[src/rtl/display_scan_mux.sv]
// -----------------------------------------------------------------------------
// display_scan_mux
//
// Time-multiplexed scan controller for a four-digit 7-segment display.
// A 16-bit display word (four nibbles, digit 0 rightmost) is scanned one digit
// at a time. Each digit is held for SCAN_DIV clock cycles. New words are
// double-buffered and committed only at the frame boundary, which keeps the
// display from tearing.
//
// Parameters
//   SCAN_DIV    clock cycles each digit is held (2 .. 2^20)
//
// Optional feature (compile-time macro)
//   SCAN_LZB_EN leading-zero blanking: digits 3..1 are blanked while they and
//               every higher nibble of the active word are zero
//
// Ports
//   clk         in   system clock, rising edge
//   rst_n       in   asynchronous active-low reset
//   data_in     in   [15:0] display word, nibble i is digit i
//   load        in   single-cycle strobe, captures data_in into pending buffer
//   blank_mask  in   [3:0] bit i forces digit i blank (taken at each step)
//   digit       out  [3:0] code for the selected digit (4'hF = blank)
//   sel         out  [1:0] selected digit index (0 = rightmost anode)
//   frame_tick  out  one-cycle pulse in the first cycle of each frame
//   busy        out  a loaded word is waiting for the frame boundary
// -----------------------------------------------------------------------------
module display_scan_mux #(
    parameter int unsigned SCAN_DIV = 100000
) (
    input  logic        clk,
    input  logic        rst_n,
    input  logic [15:0] data_in,
    input  logic        load,
    input  logic [3:0]  blank_mask,
    output logic [3:0]  digit,
    output logic [1:0]  sel,
    output logic        frame_tick,
    output logic        busy
);

    localparam int unsigned   PW   = (SCAN_DIV > 2) ? $clog2(SCAN_DIV) : 1;
    localparam logic [PW-1:0] PMAX = PW'(SCAN_DIV - 1);

    logic [PW-1:0] pcnt;
    logic [15:0]   active;
    logic [15:0]   pending;
    logic [15:0]   active_nxt;
    logic          tc;
    logic          fb;
    logic [1:0]    sel_nxt;
    logic [3:0]    lz_blank;
    logic [3:0]    code_nxt;

    always_comb begin
        tc      = (pcnt == PMAX);
        fb      = tc && (sel == 2'd3);
        sel_nxt = sel + 2'd1;

        // The word committed at the frame boundary is also the one the first
        // digit of the new frame is decoded from, so no stale digit appears.
        active_nxt = active;
        if (fb) begin
            if (load) begin
                active_nxt = data_in;
            end else if (busy) begin
                active_nxt = pending;
            end
        end

`ifdef SCAN_LZB_EN
        lz_blank[3] = (active_nxt[15:12] == 4'h0);
        lz_blank[2] = lz_blank[3] && (active_nxt[11:8] == 4'h0);
        lz_blank[1] = lz_blank[2] && (active_nxt[7:4] == 4'h0);
        lz_blank[0] = 1'b0;
`else
        lz_blank = 4'b0000;
`endif

        if (blank_mask[sel_nxt] || lz_blank[sel_nxt]) begin
            code_nxt = 4'hF;
        end else begin
            code_nxt = active_nxt[{sel_nxt, 2'b00} +: 4];
        end
    end

    always_ff @(posedge clk or negedge rst_n) begin
        if (!rst_n) begin
            pcnt       <= '0;
            sel        <= 2'd0;
            digit      <= 4'hF;
            frame_tick <= 1'b0;
            active     <= 16'hFFFF;
            pending    <= 16'h0000;
            busy       <= 1'b0;
        end else begin
            pcnt       <= tc ? '0 : pcnt + PW'(1);
            frame_tick <= fb;
            active     <= active_nxt;

            if (fb) begin
                busy <= 1'b0;
            end else if (load) begin
                pending <= data_in;
                busy    <= 1'b1;
            end

            // digit and sel move together so the decoder never sees a mixed pair
            if (tc) begin
                sel   <= sel_nxt;
                digit <= code_nxt;
            end
        end
    end

endmodule

[config.mk]
export PLATFORM = sky130hd
export DESIGN_NAME = display_scan_mux
export DESIGN_NICKNAME = d
export VERILOG_FILES = /design/src/rtl/display_scan_mux.sv
export SDC_FILE = /design/constraint.sdc
export NUM_CORES = 1
export LEC_CHECK = 0
export BUFFER_PORTS_ARGS = -buffer_cell sky130_fd_sc_hd__buf_2
export CAP_MARGIN = 15
export CORE_MARGIN = 2
export CORE_UTILIZATION = 55
export CTS_CLUSTER_DIAMETER = 120
export CTS_CLUSTER_SIZE = 30
export DETAILED_ROUTE_END_ITERATION = 6
export PLACE_DENSITY_LB_ADDON = 0.15
export SLEW_MARGIN = 0
export SYNTH_ARGS = -nofsm -noshare
export SYNTH_HDL_FRONTEND = slang
export SYNTH_SLANG_ARGS = --single-unit
[constraint.sdc]
create_clock -name clk -period 3.9 [get_ports clk]
set_input_delay 0.78 -clock clk [delete_from_list [all_inputs] [get_ports clk]]
set_output_delay 0.78 -clock clk [all_outputs]
set_load 0.005 [all_outputs]
==> flow_summary.json <==
{
  "drtIter0Drc": 112,
  "final_common_cell": "dfrtp_1",
  "drtPass1Iterations": 4,
  "clk_pin_slew_ns": 0.07,
  "path_cells": "or4b_4 > nor4_2 > buf_4 > and2_1 > o22ai_1 > a21oi_2 > o22ai_1 > a211oi_2",
  "slew_viol_final": 0,
  "synth_top_area_share": 0.332,
  "ys_seq_area_frac": 0.520,
  "cp.arrival_ns": 3.04,
  "clockBufferDepth": 2,
  "crit_fanout": 20,
  "worst_slew_pin_slew_ns": 0.996,
  "htree_levels": 3,
  "period_share": 0.712,
  "endpoint": "digit[3]$_DFFE_PN1N_",
  "place_area_mm2": 0.00298,
  "rsz0062_at_grt": "no",
  "overflow": 0,
  "p_clk_frac": 0.452,
  "tritoncts": "built",
  "cp_slowest_cell": "and2_1",
  "post_cts_buffers": 0,
  "core_mm2": 0.00482,
  "setup_viol": 0,
  "gp_congestion": 0.853,
  "power_density_mw_per_mm2": 388,
  "dp_hpwl_mm": 4.07,
  "grt_max_degree": 34,
  "vias": 2080,
  "p_seq_frac": 0.500,
  "fill_cells": 396,
  "tns_ns": 0,
  "r2r-end": "digit[3]$_DFFE_PN1N_",
  "synthDistinctLibCells": 43,
  "outcome": "finished clean",
  "min_period_ns": 2.78,
  "p_leak_nw": 1.35,
  "vias_per_cell": 5.81,
  "insertion_delay_ns": 0.34,
  "num_rows": 25,
  "reg2reg_from": "pcnt[8]$_DFF_PN0_",
  "hold_viol_final": 0,
  "worstHoldPathType": "input pin to async pin",
  "postCtsHoldBufs": 0,
  "die_x_um": 75.2,
  "ant_nets": 0,
  "reg2reg_slack_ns": 1.12,
  "cts_num_sinks": 57,
  "crit_path_start": "pcnt[8]$_DFF_PN0_",
  "crit_type": "flip-flop to flip-flop",
  "cp.required_ns": 4.16,
  "antenna_found_initial": 0,
  "cts_buffers": 9,
  "slowest_delay_ns": 0.67,
  "grt_pass1_vias": 2077,
  "stdcell_area_mm2": 0.00318,
  "track_usage": 0.249,
  "synth_top_cell_by_area": "dfrtp_1",
  "post_cts_resized": 0,
  "swShare": 0.219,
  "switchingPower_mw": 0.270,
  "drt_wl_total_mm": 5.98,
  "syn_inst": 255,
  "p_comb_frac": 0.047,
  "max_cap_viol_count": 0,
  "fp.dieArea_mm2": 0.00566,
  "syn_to_final_growth_pct": 13.9,
  "drc": 0,
  "p_int_mw": 0.963,
  "fmax_ghz": 0.360,
  "r2r_cells": 8,
  "critPathLaunchType": "flip-flop",
  "fin_nets": 311,
  "initial_utilization": 0.579,
  "io_buffers": 30,
  "finClkSkew_ns": 0.00949,
  "wl_per_cell_um": 16.7,
  "yosysWarnings": 0,
  "ioPinCount": 31,
  "yosys-top-cells-area": "dfrtp_1 33%, dfstp_2 19%, mux2_1 6.5%, o22ai_1 4.5%, nor2_1 3.8%",
  "ys_ff_latch": 57,
  "root_buffer": "clkbuf_8",
  "grt_pass1_wl_mm": 10.1,
  "ir_drop_uv": 289,
  "synthesis.area_mm2": 0.00279,
  "final_cell_mix": "37 x dfrtp_1, 30 x buf_2, 28 x nor2_1",
  "drive_gt1_frac": 0.309,
  "end_kind": "flip-flop",
  "synth_nets": 280,
  "crit_top_cell": "o22ai_1",
  "num_antenna_cells": 0,
  "synth.avg_cell_area_um2": 10.9,
  "dieHeight_um": 75.2,
  "relSlewSlack": 0.336
}
==> state kept, by name, summed over array words and instances, names as in the netlist <==
| signal | count |
|---|---|
| active | 16 |
| sel | 2 |
| digit | 4 |
| frame_tick | 1 |
| busy | 1 |
| pending | 16 |
| pcnt | 17 |
==> logic make-up (layout without fill, tap and decap cells) <==
logic type / count (synthesis) / count (layout) / synth area share
buffers and inverters: 20 / 56 / 0.0350
flip-flops: 57 / 57 / 0.520
AND/OR/NAND/NOR: 86 / 86 / 0.181
AO/OA/AOI/OAI: 57 / 57 / 0.135
multiplexers: 19 / 19 / 0.0757
adder cells (fa/ha/maj): 2 / 2 / 0.00896
XOR/XNOR: 14 / 14 / 0.0439
==> cells in the mapped netlist <==
cell type and instances:
or4b_1 1, o21ai_1 3, nor4b_1 1, nor4_2 1, buf_4 3, o21a_1 3
or2_2 4, a31oi_1 3, nor4_4 1, or4b_4 1, nand4bb_1 3, xnor2_1 6
nor3b_1 1, o22ai_1 20, nand4b_1 9, a21oi_1 4, nor2_1 28, nand3_1 8
xor2_1 8, dfrtp_1 37, nand4_1 1, dfstp_2 20, o21ai_0 10, nand2b_1 4
clkbuf_1 6, inv_1 6, buf_2 3, ha_1 2, nand3_2 1, a21oi_2 10
mux2i_1 2, buf_1 1, mux2_1 16, and3_1 2, nand2_2 2, nor3_1 4
nand2_1 10, and2_1 2, mux2_2 1, nor2b_1 2, o221ai_1 3, a211oi_2 1
buf_6 1
==> metrics by stage <==
step	util	worst slack (ns)	total power [mW]	hold slack [ns]	instances
after floorplan	-	1.74	0.653	0.455	255
after global placement	0.619	1.18	0.685	0.465	342
after detailed placement	0.619	1.16	0.686	0.473	342
after CTS	0.660	1.15	1.24	0.467	358
after global routing	0.660	0.836	1.28	0.496	358
final	0.660	1.12	1.23	0.458	358
==> power groups by stage <==
stage / clock network, mW / logic (mW) / registers, mW
floorplan: 0 / 0.0286 / 0.624
global placement: 0 / 0.0583 / 0.626
detailed placement: 0 / 0.0593 / 0.627
CTS: 0.567 / 0.0594 / 0.617
global route: 0.593 / 0.0659 / 0.619
finish: 0.558 / 0.0585 / 0.617
==> cell type report <==
type	count	area (um^2)	share of cell area
Clock buffer	13	159	0.0500
Clock inverter	3	40.0	0.0126
Inverter	6	22.5	0.00708
Multi-Input combinational cell	178	1240	0.391
Sequential cell	57	1450	0.457
Tap cell	67	83.8	0.0264
Timing Repair Buffer	34	180	0.0567
==> critical path, delay by kind of cell, from the launching register on <==
kind / cells / cell delay [ns]
AOI/OAI and AO/OA: 4 / 0.69
buffers and inverters: 1 / 0.22
and+or+nand+nor: 3 / 1.39
DFF: 1 / 0.41
==> worst min path at each step <==
stage                                  end              startpoint  slack, ns  cells after the start
finish                  pcnt[10]$_DFF_PN0_                   rst_n       0.46                      1
global route        pending[0]$_DFFE_PN0P_  pending[0]$_DFFE_PN0P_       0.50                      1
CTS                      pcnt[9]$_DFF_PN0_                   rst_n       0.47                      1
detailed placement  pending[0]$_DFFE_PN0P_  pending[0]$_DFFE_PN0P_       0.47                      1
global placement         pcnt[0]$_DFF_PN0_       pcnt[0]$_DFF_PN0_       0.47                      1
floorplan                pcnt[0]$_DFF_PN0_       pcnt[0]$_DFF_PN0_       0.45                      1
==> layer usage <==
metal | GRT usage | wire length, um
met5 | 0 | 0
met4 | 0.0994 | 109
met3 | 0.0656 | 361
met2 | 0.361 | 2630
met1 | 0.358 | 2870
No activity file was read; power rests on OpenSTA's default activity.
